--- config.mk ---
export PLATFORM = sky130hd
export DESIGN_NAME = btn_debounce
export DESIGN_NICKNAME = d
export VERILOG_FILES = /design/src/rtl/btn_pkg.sv /design/src/rtl/btn_debounce_ch.sv /design/src/rtl/btn_debounce.sv
export SDC_FILE = /design/constraint.sdc
export NUM_CORES = 1
export LEC_CHECK = 0
export BUFFER_PORTS_ARGS = -buffer_cell sky130_fd_sc_hd__clkbuf_2
export CORE_MARGIN = 1
export CORE_UTILIZATION = 45
export DETAILED_ROUTE_END_ITERATION = 6
export MAX_ROUTING_LAYER = met4
export PLACE_DENSITY = 0.67
export SLEW_MARGIN = 20
export SYNTH_ARGS = -nofsm -noshare
export SYNTH_HDL_FRONTEND = slang
export SYNTH_SLANG_ARGS = --single-unit
export TNS_END_PERCENT = 10
--- constraint.sdc ---
create_clock -name clk -period 2.8 [get_ports clk]
set_clock_uncertainty 0.05 [all_clocks]
set_input_delay 0.56 -clock clk [delete_from_list [all_inputs] [get_ports clk]]
set_output_delay 0.56 -clock clk [all_outputs]
set_load 0.02 [all_outputs]
--- src/rtl/btn_pkg.sv ---
// Shared types and helpers for the push-button debouncer.
package btn_pkg;

    typedef enum logic [1:0] {
        IDLE,
        PRESS_WAIT,
        HELD,
        RELEASE_WAIT
    } btn_state_t;

    // Width needed to hold the largest of the three cycle counts.
    function automatic int unsigned cnt_width(input int unsigned a,
                                              input int unsigned b,
                                              input int unsigned c);
        int unsigned m;
        m = a;
        if (b > m) m = b;
        if (c > m) m = c;
        return $clog2(m + 1);
    endfunction

endpackage

--- src/rtl/btn_debounce_ch.sv ---
// Single button channel: 2-flop synchroniser, debounce FSM, press/release pulses.
// Auto-repeat timer present only when BTN_AUTOREPEAT_EN is defined.
module btn_debounce_ch
    import btn_pkg::*;
#(
    parameter int unsigned DEBOUNCE_CYCLES = 270000,
    parameter int unsigned REPEAT_DELAY    = 13500000,
    parameter int unsigned REPEAT_PERIOD   = 2700000
) (
    input  logic clk,
    input  logic rst_n,
    input  logic btn_n,
    output logic btn_level,
    output logic btn_press,
    output logic btn_release,
    output logic btn_repeat
);

    localparam int unsigned CW = cnt_width(DEBOUNCE_CYCLES, REPEAT_DELAY, REPEAT_PERIOD);
    localparam logic [CW-1:0] DB_LAST = CW'(DEBOUNCE_CYCLES - 1);

    function automatic logic [CW-1:0] sat_inc(input logic [CW-1:0] v);
        return (v == '1) ? v : v + CW'(1);
    endfunction

    logic [1:0]    sync_q;
    logic          s;
    btn_state_t    state_q, state_d;
    logic [CW-1:0] cnt_q, cnt_d;
    logic          level_d, press_d, release_d;

    // Raw pin is synchronised as-is so the reset value 1 means released.
    always_ff @(posedge clk or negedge rst_n) begin
        if (!rst_n) sync_q <= 2'b11;
        else        sync_q <= {sync_q[0], btn_n};
    end

    assign s = ~sync_q[1];

    always_ff @(posedge clk or negedge rst_n) begin
        if (!rst_n) begin
            state_q     <= IDLE;
            cnt_q       <= '0;
            btn_level   <= 1'b0;
            btn_press   <= 1'b0;
            btn_release <= 1'b0;
        end else begin
            state_q     <= state_d;
            cnt_q       <= cnt_d;
            btn_level   <= level_d;
            btn_press   <= press_d;
            btn_release <= release_d;
        end
    end

    always_comb begin
        state_d   = state_q;
        cnt_d     = cnt_q;
        level_d   = btn_level;
        press_d   = 1'b0;
        release_d = 1'b0;
        unique case (state_q)
            IDLE: begin
                if (s) begin
                    state_d = PRESS_WAIT;
                    cnt_d   = CW'(1);
                end
            end
            PRESS_WAIT: begin
                if (!s) begin
                    state_d = IDLE;
                    cnt_d   = '0;
                end else if (cnt_q >= DB_LAST) begin
                    state_d = HELD;
                    cnt_d   = '0;
                    level_d = 1'b1;
                    press_d = 1'b1;
                end else begin
                    cnt_d = sat_inc(cnt_q);
                end
            end
            HELD: begin
                if (!s) begin
                    state_d = RELEASE_WAIT;
                    cnt_d   = CW'(1);
                end
            end
            RELEASE_WAIT: begin
                if (s) begin
                    state_d = HELD;
                    cnt_d   = '0;
                end else if (cnt_q >= DB_LAST) begin
                    state_d   = IDLE;
                    cnt_d     = '0;
                    level_d   = 1'b0;
                    release_d = 1'b1;
                end else begin
                    cnt_d = sat_inc(cnt_q);
                end
            end
            default: begin
                state_d = IDLE;
                cnt_d   = '0;
            end
        endcase
    end

`ifdef BTN_AUTOREPEAT_EN
    localparam logic [CW-1:0] RPT_FIRST = CW'(REPEAT_DELAY - 1);
    localparam logic [CW-1:0] RPT_NEXT  = CW'(REPEAT_PERIOD - 1);

    logic [CW-1:0] rcnt_q, rcnt_d;
    logic          first_q, first_d;
    logic          repeat_q, repeat_d;

    always_ff @(posedge clk or negedge rst_n) begin
        if (!rst_n) begin
            rcnt_q   <= '0;
            first_q  <= 1'b0;
            repeat_q <= 1'b0;
        end else begin
            rcnt_q   <= rcnt_d;
            first_q  <= first_d;
            repeat_q <= repeat_d;
        end
    end

    // Timer restarts on the press pulse and runs through RELEASE_WAIT bounces.
    always_comb begin
        rcnt_d   = rcnt_q;
        first_d  = first_q;
        repeat_d = 1'b0;
        if (press_d) begin
            rcnt_d  = '0;
            first_d = 1'b1;
        end else if (release_d || !btn_level) begin
            rcnt_d  = '0;
            first_d = 1'b0;
        end else if (rcnt_q >= (first_q ? RPT_FIRST : RPT_NEXT)) begin
            rcnt_d   = '0;
            first_d  = 1'b0;
            repeat_d = 1'b1;
        end else begin
            rcnt_d = sat_inc(rcnt_q);
        end
    end

    assign btn_repeat = repeat_q;
`else
    assign btn_repeat = 1'b0;
`endif

endmodule

--- src/rtl/btn_debounce.sv ---
// Multi-channel push-button conditioner; one btn_debounce_ch per button.
// Define BTN_AUTOREPEAT_EN to enable auto-repeat pulses on btn_repeat.
module btn_debounce
    import btn_pkg::*;
#(
    parameter int unsigned N_BTN           = 2,
    parameter int unsigned DEBOUNCE_CYCLES = 270000,
    parameter int unsigned REPEAT_DELAY    = 13500000,
    parameter int unsigned REPEAT_PERIOD   = 2700000
) (
    input  logic             clk,
    input  logic             rst_n,
    input  logic [N_BTN-1:0] btn_n,
    output logic [N_BTN-1:0] btn_level,
    output logic [N_BTN-1:0] btn_press,
    output logic [N_BTN-1:0] btn_release,
    output logic [N_BTN-1:0] btn_repeat
);

    for (genvar i = 0; i < N_BTN; i++) begin : g_ch
        btn_debounce_ch #(
            .DEBOUNCE_CYCLES (DEBOUNCE_CYCLES),
            .REPEAT_DELAY    (REPEAT_DELAY),
            .REPEAT_PERIOD   (REPEAT_PERIOD)
        ) u_ch (
            .clk         (clk),
            .rst_n       (rst_n),
            .btn_n       (btn_n[i]),
            .btn_level   (btn_level[i]),
            .btn_press   (btn_press[i]),
            .btn_release (btn_release[i]),
            .btn_repeat  (btn_repeat[i])
        );
    end

endmodule

# Word level (Yosys, flattened, before mapping)
# Cells that the tools add are included.
[op_classes]
n_mux = 48
n_eq_ne = 24
n_reduce_logical = 10
n_lt_le_gt_ge = 2
add_sub_neg = 2
[ops]
columns = ["operator", "count"]
rows = [
  ["24-bit 2-to-1 mux", 12],
  ["24-bit case mux with 4 select lines", 2],
  ["24-bit by 1-bit adder with 24-bit output (second input constant)", 2],
  ["24-bit == test (second input constant)", 2],
  ["24-bit by 19-bit greater-or-equal comparator with 1-bit output (second input constant)", 2],
  ["2-bit 2-to-1 mux", 12],
  ["1-bit 2-to-1 mux", 18],
  ["2-bit by 1-bit != test with 1-bit output (second input constant)", 8],
  ["2-bit case mux with 4 select lines", 2],
  ["5-bit AND reduction", 2],
  ["2-bit == test (second input constant)", 4],
  ["2-bit != test (second input constant)", 4],
  ["4-bit AND reduction", 2],
  ["3-bit by 1-bit != test with 1-bit output (second input constant)", 2],
  ["3-bit != test (second input constant)", 2],
  ["2-bit by 1-bit == test with 1-bit output (second input constant)", 2],
  ["2-bit logical NOT", 2],
  ["1-bit case mux with 2 select lines", 2],
  ["2-bit AND reduction", 2],
  ["2-bit nonzero test", 2],
]
[totals]
inputBits = 4
out_inout_bits = 8
regBits = 62
elab_cells = 98

# Depth between registers and ports, before layout
# Gate-level depths: netlist of the first run.
[logic_depth]
word_depth = 5
ltp_mapped = 9
depth_no_buf = 7

# Cells and area by module
# From an unflattened synthesis of the first run, not the netlist that was laid out.
[unflattened]
hier_cells = 326
hier_area_um2 = 3248.1
[by_module_without_submodules]
columns = ["module", "instances", "cells_per_inst", "area_each_um2", "seq_area_each_um2"]
rows = [
  ["btn_debounce_ch (g_ch[0].u_ch)", 1, 167, 1700.4, 778.2],
  ["btn_debounce_ch (g_ch[1].u_ch)", 1, 159, 1547.7, 778.2],
]

# Worst setup path before layout of the first run
# No wires, ideal clock.
[synth_path]
path_type = "reg-to-reg"
startpoint = "register g_ch[1].u_ch.cnt_q[14]"
endpoint = "register g_ch[1].u_ch.cnt_q[5]"
n_path_buf = 1
setup_slack_ns = 0.450
required_time_ns = 2.681
path_stages_with_launch = 8
setup_ns = 0.069
period_less_slack_ns = 2.350
arrival_time_ns = 2.231
cell_sequence = "dfrtp_1 or4_4 o21ai_2 nand3_2 or3_1 buf_6 or4_1 nand3_1"
[synth_between]
elab_chain_len = 5
word_cells_on_any_way = 7
classes_between = "1 x order compare; 1 x eq/ne; 5 x mux"
[synth_lines]
columns = ["item", "line_no", "source"]
rows = [
  ["start: declaration", "btn_debounce_ch.sv:29", "logic [CW-1:0] cnt_q, cnt_d;"],
  ["start signal: assignment", "btn_debounce_ch.sv:49", "cnt_q <= cnt_d;"],
  ["parallel branches: the longest is 2 deep, another holds 24-bit by 19-bit greater-or-equal comparator with 1-bit output", "-", ""],
  ["24-bit 2-to-1 mux *", "btn_debounce_ch.sv:73, btn_debounce_ch.sv:92", ""],
  ["24-bit 2-to-1 mux (on tied branches)", "btn_debounce_ch.sv:89, btn_debounce_ch.sv:70", ""],
  ["24-bit case mux with 4 select lines *", "btn_debounce_ch.sv:62", "unique case (state_q)"],
]
# Mark *: on every way between the ends.
# A chain may end at the register's enable or synchronous reset.

# Worst setup path after layout of the first run
[layout_path]
startpoint = "register g_ch[1].u_ch.cnt_q[14]"
endpoint = "register g_ch[1].u_ch.cnt_q[7]"
# The elaborated chain is that of the path after synthesis.

==> results_dict.tcl, run 1 <==
set metrics [dict create \
    finalPower_w 0.00188 \
    cts_tree "done" \
    drtPass1Iterations 4 \
    start_util_pct 46.7 \
    cts_made_buffers 9 \
    synth.area.top_cells "dfrtp_1, a21oi_1, nand2_1" \
    timing.final.crit_share_pct 91.7 \
    critPathKind "flip-flop to flip-flop" \
    finalSetupViolCount 0 \
    clk_latency_ps 330 \
    path_delay_family "simple AND/OR/NAND/NOR gates" \
    synth_seq_cells 62 \
    holdBufCountCts 0 \
    core.rowCount 30 \
    slowest_delay_ps 570 \
    crit_buf_inv 0 \
    path_max_fanout 10 \
    postCtsSetupBuffers 0 \
    fmaxAchievable_ghz 0.390 \
    antenna_found_initial 0 \
    synth_edf_count 0 \
    powerDensity_mw_per_mm2 527 \
    io_buffers 9 \
    slew_viol_final 0 \
    grt_max_degree 63 \
    numClockSinks 62 \
    drive_gt1_share_pct 15.0 \
    async_reset_ff_share_pct 100 \
    hold_viol 0 \
    avgSynthCellArea_um2 9.31 \
    path_clk_slew_ps 80 \
    hp-class "input port to flip-flop" \
    wl_per_cell_um 14.4 \
    instances_no_fill 457 \
    synth_most_common_cell "dfrtp_1" \
    grt_pass1_vias 2467 \
    yosys.area.top_type "dfrtp_1" \
    drtIter0Drc 176 \
    drv_cap 0 \
    grt_pass1_wl_um 11600 \
    crit_arrival_ps 2780 \
    synth.top_cell.area_share_pct 45.5 \
    io-pin-count 12 \
    p_leak_nw 1.53 \
    cpMaxStageDelayCell "or4_4" \
    slew-limit-headroom_pct 48.4 \
    design.die.area_mm2 0.00743 \
    synthToLayoutAreaGrowth_pct 11.7 \
    via_per_inst 5.67 \
    ys_seq_area_share_pct 48.8 \
    dpl.hpwl_um 4370 \
    required_ps 3020 \
    synth_warnings 0 \
    overflow 0 \
    cts_root_buf "clkbuf_8" \
    path_cells "or4_4 > o21ai_2 > nand3_2 > or3_1 > or4_1 > nand3_1" \
    drc 0 \
    core_mm2 0.00683 \
    num_antenna_cells 0 \
    synth_cells 343 \
    rsz0062_at_grt "false" \
    clk_path_buf_depth 2 \
    startpoint_type "flip-flop" \
    h-tree-depth 3 \
    syn_area_mm2 0.00319 \
    grtUsageTotal_pct 20.4 \
    place_congestion 0.854 \
    dp.cells 441 \
    finalNetCount 362 \
    final_antenna_net_count 0 \
    outcome "complete, no violations" \
    synth_flop_cell "dfrtp_1" \
    layout_min_cycle_time_ps 2570 \
    vias 2589 \
    ir_worst_vdd_uv 210 \
    die_w_um 86.2 \
    synth_cell_type_count 51 \
    tightest_slew_ps 771 \
    die_y_um 86.2 \
    hold_slack_ps 255 \
    routed_wirelength_um 6590 \
    end_kind "flip-flop" \
    synth_commonest_cells "dfrtp_1, nand2_1, a21oi_1, nor2_1, nand3_1" \
]
final timing paths:
path / slack (ps) / start / end / cells after the start
setup / recovery: 230 / g_ch[1].u_ch.cnt_q[14] / g_ch[1].u_ch.cnt_q[7] / 6
hold / removal: 260 / btn_n[0] / g_ch[0].u_ch.sync_q[0] / 1
setup reg to reg: 230 / g_ch[1].u_ch.cnt_q[14] / g_ch[1].u_ch.cnt_q[7] / 6
hold reg to reg: 310 / g_ch[1].u_ch.sync_q[0] / g_ch[1].u_ch.sync_q[1] / 0
max in group asynchronous: 1870 / rst_n / g_ch[1].u_ch.cnt_q[17] / 2
min in group asynchronous: 320 / rst_n / asynchronous set/reset pin / 2
area by class of cell:
class,count,area (um^2)
Sequential cell,62,1560
Inverter,6,22.5
Tap cell,96,120
Clock buffer,9,124
Fill cell,636,3270
Timing Repair Buffer,21,135
Clock inverter,7,98.8
Multi-Input combinational cell,256,1510
flip-flops by register name (all words and copies together), names as in the netlist, named ones only:
register               count
g_ch.u_ch.state_q          2
g_ch.u_ch.cnt_q           48
g_ch.u_ch.sync_q           4
g_ch.u_ch.btn_level        2
g_ch.u_ch.btn_press        2
g_ch.u_ch.btn_release      2
cells by family after synthesis:
family	share of synthesized area [%]
AND/OR/NAND/NOR	25.2
AO/OA/AOI/OAI	17.9
flip-flops	48.8
buffers and inverters	4.63
XOR/XNOR	1.65
multiplexers	0.941
adder cells (fa/ha/maj)	0.784
other	0.117
metal layers:
metal	global-route usage, %	part of all wire, %	vias to the layer above
met5	-	0	-
met4	8.94	0.90	0
met3	3.43	2.9	4
met2	30.2	47	45
met1	27.7	50	1262
li1	-	-	1278
power by group:
group / total [W] / internal, W / switching [W]
Combinational: 0.0000859 / 0.0000255 / 0.0000604
Clock: 0.000875 / 0.000504 / 0.000371
Sequential: 0.000919 / 0.000908 / 0.0000111
cells in the final DEF, fill, tap and decap left out, types with 6 or more instances in the layout:
master / synthesis / final
a21oi_1: 34 / 34
a31oi_1: 13 / 13
and2_1: 13 / 13
buf_4: 8 / 12
clkbuf_2: 0 / 9
clkbuf_8: 0 / 9
dfrtp_1: 58 / 58
inv_1: 6 / 6
nand2_1: 40 / 40
nand2b_1: 7 / 7
nand3_1: 17 / 17
nand4_1: 12 / 12
nor2_1: 19 / 19
nor3_1: 12 / 11
o21ai_0: 15 / 15
xnor2_1: 6 / 6
stage by stage:
| step | setup slack (ps) | util [%] | setup TNS, ps | instance area [um^2] |
|---|---|---|---|---|
| after floorplan | 450 | - | 0 | 3200 |
| after detailed placement | -7.47 | 48.8 | -7.47 | 3330 |
| final | 233 | 52.2 | 0 | 3570 |
| after global routing | 105 | 52.2 | 0 | 3570 |
| after CTS | 131 | 52.1 | 0 | 3560 |
| after global placement | 97.7 | 48.8 | 0 | 3330 |
what timing repair did:
action | 4_1_cts | 5_1_grt
endpoints found under the setup margin | 1 | 2
gates resized for setup | 1 | 1
endpoints found under the hold margin | 0 | 0
Note: power is estimated with default switching activity, not from simulation.
==> inputs of run 2 (changes only) <==
BUFFER_PORTS_ARGS = -buffer_cell sky130_fd_sc_hd__buf_2   (was -buffer_cell sky130_fd_sc_hd__clkbuf_2)
PLACE_DENSITY = 0.57   (was 0.67)
==> results_dict.tcl, run 2 (synthesis results as in run 1) <==
set metrics [dict create \
    largestRegisters "g_ch.u_ch.cnt_q: 48 flops, g_ch.u_ch.sync_q: 4 flops" \
    tns_ps 0 \
    clk_latency_ps 330 \
    synthToLayoutAreaGrowth_pct 10.7 \
    postCtsSetupBuffers 0 \
    hp-class "input port to asynchronous set/reset pin" \
    largest_reg_flops 48 \
    drive_gt1_share_pct 14.7 \
    end_kind "flip-flop" \
    cts_resized 0 \
    num_antenna_cells 0 \
    start_util_pct 46.7 \
    routed_wirelength_um 6710 \
    layout_min_cycle_time_ps 2610 \
    via_per_inst 5.59 \
    timing.final.crit_share_pct 93.1 \
    path_max_fanout 10 \
    powerDensity_mw_per_mm2 508 \
    critPathKind "flip-flop to flip-flop" \
    layout_commonest_cell "dfrtp_1" \
    hold_slack_ps 206 \
    path_clk_slew_ps 70 \
    design.die.area_mm2 0.00743 \
    cts_tree "done" \
    r2r_start "g_ch[1].u_ch.cnt_q[9]" \
    dpl.hpwl_um 4700 \
    fmaxAchievable_ghz 0.384 \
    core_mm2 0.00683 \
    top_register "g_ch.u_ch.cnt_q" \
    startpoint "g_ch[1].u_ch.cnt_q[9]" \
    rrSetupSlack_ps 190 \
    tightest_slew_ps 706 \
    clk_path_buf_depth 2 \
    slew_viol_final 0 \
    die_w_um 86.2 \
    finalSetupViolCount 0 \
    rsz0062_at_grt "false" \
    required_ps 2970 \
    wl_per_cell_um 14.7 \
    grt_max_degree 32 \
    drv_cap 0 \
    die_y_um 86.2 \
    slew-limit-headroom_pct 52.7 \
    ir_worst_vdd_uv 272 \
    drtPass1Iterations 4 \
    cts_made_buffers 9 \
    grt_pass1_vias 2471 \
    startpoint_type "flip-flop" \
    io_buffers 9 \
    drtIter0Drc 126 \
    numClockSinks 62 \
    fill_cells 662 \
    h-tree-depth 3 \
    slowest_delay_ps 570 \
    core.rowCount 30 \
    p_leak_nw 1.52 \
    grtUsageTotal_pct 21.1 \
    grt_pass1_wl_um 11900 \
    cts_root_buf "clkbuf_8" \
    overflow 0 \
    path_cells "nand4_1 > or4_1 > nor4_1 > or3_1 > o21ai_0 > a22o_1" \
    outcome "complete, no violations" \
    final_antenna_net_count 0 \
    antenna_found_initial 0 \
    io-pin-count 12 \
    finalNetCount 362 \
    drc 0 \
    crit_arrival_ps 2780 \
    hold_viol 0 \
    final_cell_mix "dfrtp_1, nand2_1, a21oi_1" \
    cpMaxStageDelayCell "or4_1" \
    holdBufCountCts 0 \
    place_congestion 0.859 \
    rr_worst_depth 6 \
    vias 2555 \
]
==> run 2: path summary, 6_finish.rpt <==
| kind | end |
|---|---|
| worst max-delay path | g_ch[1].u_ch.cnt_q[11] |
| worst min-delay path | g_ch[1].u_ch.btn_press |
| min in group clk | g_ch[0].u_ch.sync_q[0] |
| max in group asynchronous | g_ch[0].u_ch.cnt_q[17] |
| worst min register to register | g_ch[1].u_ch.sync_q[1] |
| worst max register to register | g_ch[1].u_ch.cnt_q[11] |
==> run 2: final cells by class <==
class / instances / area, um^2 / area share [%]
Sequential cell: 62 / 1560 / 44.1
Multi-Input combinational cell: 256 / 1500 / 42.4
Clock buffer: 11 / 141 / 4.00
Timing Repair Buffer: 21 / 135 / 3.82
Tap cell: 96 / 120 / 3.40
Clock inverter: 5 / 58.8 / 1.66
Inverter: 6 / 22.5 / 0.637
==> run 2: critical path, delay by kind of cell (launching register included) <==
family | cells | cell delay, ps
compound gates | 2 | 340
flops | 1 | 440
simple gates | 4 | 1660
==> run 2: layer usage <==
metal | global-route usage, % | vias to the layer above | share of wire (%)
met4 | 9.55 | 0 | 1.3
met5 | - | - | 0
met2 | 32.5 | 42 | 49
met3 | 3.81 | 8 | 3.2
met1 | 27.3 | 1226 | 47
li1 | - | 1279 | -
==> run 2: metrics by stage <==
stage	cell area (um^2)	cells	setup slack [ps]	utilization [%]	power [W]
6_report	3530	457	193	51.7	0.00179
5_1_grt	3530	457	37.3	51.7	0.00188
4_1_cts	3530	457	210	51.7	0.00182
3_5_place_dp	3330	441	229	48.8	0.00102
3_3_place_gp	3330	441	259	48.8	0.00102
2_1_floorplan	3200	344	450	-	0.000988
==> run 2: where the power goes <==
part,internal [W],switching [W]
registers,0.000908,0.0000110
clock network,0.000435,0.000353
logic,0.0000252,0.0000609
total,0.00137,0.000425
==> inputs of run 3 (changes only) <==
ABC_AREA = 1   (was default)
CELL_PAD_IN_SITES_DETAIL_PLACEMENT = 0   (was default)
CELL_PAD_IN_SITES_GLOBAL_PLACEMENT = 1   (was default)
PLACE_DENSITY = 0.75   (was 0.57)
==> results_dict.tcl, run 3 <==
set metrics [dict create \
    cts_made_buffers 9 \
    tightest_slew_ps 635 \
    r2r_start "g_ch[0].u_ch.cnt_q[0]" \
    timing.final.crit_share_pct 71.6 \
    rr_worst_depth 10 \
    wl_per_cell_um 12.9 \
    die_y_um 92.8 \
    h-tree-depth 3 \
    finalNetCount 551 \
    slew_viol_final 0 \
    design.die.area_mm2 0.00861 \
    cpMaxStageDelayCell "nor2_2" \
    finalSetupViolCount 0 \
    start_util_pct 47.3 \
    p_leak_nw 1.88 \
    final_cell_mix "nand2_1, inv_1, nand3_1" \
    drtPass1Iterations 7 \
    drive_gt1_share_pct 11.6 \
    outcome "complete, no violations" \
    powerDensity_mw_per_mm2 478 \
    synth_warnings 0 \
    top_register "g_ch.u_ch.cnt_q" \
    cts_root_buf "clkbuf_8" \
    startpoint_type "flip-flop" \
    avgSynthCellArea_um2 6.94 \
    io_buffers 9 \
    die_w_um 92.8 \
    crit_arrival_ps 2220 \
    synth.top_cell.area_share_pct 39.1 \
    vias 3320 \
    crit_top_cell "nand2_1" \
    rsz0062_at_grt "false" \
    overflow 0 \
    final_antenna_net_count 0 \
    synth_edf_count 0 \
    hold_viol 0 \
    num_antenna_cells 0 \
    largest_reg_flops 48 \
    clk_latency_ps 340 \
    grt_pass1_wl_um 14400 \
    layout_commonest_cell "nand2_1" \
    synth.area.top_cells "dfrtp_1, nand2_1, nand3_1" \
    synth_flop_cell "dfrtp_1" \
    grt_pass1_vias 3111 \
    finalPower_w 0.00191 \
    path_max_fanout 12 \
    antenna_found_initial 0 \
    place_congestion 0.811 \
    numClockSinks 62 \
    r2r_end "g_ch[0].u_ch.cnt_q[12]" \
    fmaxAchievable_ghz 0.499 \
    largestRegisters "g_ch.u_ch.cnt_q: 48 flops, g_ch.u_ch.sync_q: 4 flops" \
    yosys.area.top_type "dfrtp_1" \
    cts_tree "done" \
    cts_resized 0 \
    synth_commonest_cells "nand2_1, inv_1, nand3_1, nor2_1, dfrtp_1" \
    synth_cells 535 \
    end_kind "flip-flop" \
    async_reset_ff_share_pct 100 \
    slew-limit-headroom_pct 57.6 \
    grt_max_degree 63 \
    hp-class "input port to asynchronous set/reset pin" \
    grtUsageTotal_pct 22.2 \
    rrSetupSlack_ps 800 \
    via_per_inst 5.09 \
    path_clk_slew_ps 80 \
    routed_wirelength_um 8440 \
    drv_cap 0 \
    synth_most_common_cell "nand2_1" \
    required_ps 3010 \
    slowest_delay_ps 450 \
    tns_ps 0 \
    syn_area_mm2 0.00371 \
    drc 0 \
    path_cells "ha_1 > inv_1 > nor2_4 > nand2_1 > nand2_1 > nand3_1 > nand2_1 > nor2_2 > nand3_1 > o21ai_1" \
    core_mm2 0.00785 \
    ir_worst_vdd_uv 411 \
    clk_path_buf_depth 2 \
    critPathKind "flip-flop to flip-flop" \
    postCtsSetupBuffers 0 \
    synth_seq_cells 62 \
    core.rowCount 32 \
    io-pin-count 12 \
    layout_min_cycle_time_ps 2000 \
    ys_seq_area_share_pct 41.9 \
    holdBufCountCts 0 \
    drtIter0Drc 130 \
    dpl.hpwl_um 5860 \
    synthToLayoutAreaGrowth_pct 7.86 \
    synth_cell_type_count 32 \
]
## run 3: cell types whose count changed in the layout (fill, tap and decap cells not counted), moves of 11 or more
cell,delta
a31oi_1,-11
nand3_1,+47
nor2_1,+44
inv_1,+60
o21ai_1,+18
a21oi_1,-27
nand2_1,+122
and2_1,-13
## run 3: routing by layer
layer,wire length (um),global-route usage [%],vias to the layer above,part of all wire [%]
met5,0,-,-,0
met4,114,7.56,0,1.4
met3,221,3.94,11,2.6
met2,4270,38.4,48,51
met1,3830,25.9,1556,45
li1,-,-,1705,-
## run 3: cell type report
type | count | area (um^2)
Fill cell | 809 | 3840
Multi-Input combinational cell | 383 | 1770
Tap cell | 102 | 128
Clock buffer | 10 | 138
Inverter | 77 | 289
Sequential cell | 62 | 1560
Clock inverter | 6 | 43.8
Timing Repair Buffer | 12 | 80.1
## run 3: power breakdown
group          total, W  internal (W)  switching, W
sequential     0.000960      0.000929     0.0000315
clock          0.000743      0.000350      0.000393
combinational  0.000210     0.0000580      0.000152
## run 3: worst max path at each step
stage	startpoint	endpoint	slack, ps
after global routing	g_ch[0].u_ch.cnt_q[0]	g_ch[0].u_ch.cnt_q[12]	540
after detailed placement	g_ch[0].u_ch.cnt_q[0]	g_ch[0].u_ch.cnt_q[12]	780
final	g_ch[0].u_ch.cnt_q[0]	g_ch[0].u_ch.cnt_q[12]	800
after global placement	g_ch[0].u_ch.cnt_q[0]	g_ch[0].u_ch.cnt_q[4]	870
after floorplan	g_ch[1].u_ch.cnt_q[0]	g_ch[1].u_ch.cnt_q[15]	1170
after CTS	g_ch[0].u_ch.cnt_q[0]	g_ch[0].u_ch.cnt_q[12]	750
## run 3: critical path, delay by kind of cell (launching register included)
kind | cells | cell delay (ps)
and+or+nand+nor | 7 | 930
DFF | 1 | 420
adders and majority gates | 1 | 270
buffers and inverters | 1 | 140
AOI/OAI and AO/OA | 1 | 120
## run 3: through the flow
stage / utilization [%] / area [um^2] / instances / hold WS [ps] / worst slack [ps]
floorplan: - / 3710 / 536 / 214 / 1170
global placement: 48.7 / 3820 / 636 / 295 / 870
detailed placement: 48.7 / 3820 / 636 / 297 / 785
CTS: 51.0 / 4000 / 652 / 184 / 752
global route: 51.0 / 4000 / 652 / 158 / 541
finish: 51.0 / 4000 / 652 / 157 / 796
## run 3: cell families (layout without fill, tap and decap cells)
kind of cell / count (synthesis) / count (layout) / share of synthesized area [%]
simple gates: 330 / 330 / 39.2
buf+inv: 91 / 105 / 10.5
flops: 62 / 62 / 41.9
compound gates: 44 / 44 / 6.34
xor+xnor: 5 / 5 / 1.18
fa+ha+maj: 2 / 2 / 0.674
other cells: 1 / 2 / 0.101
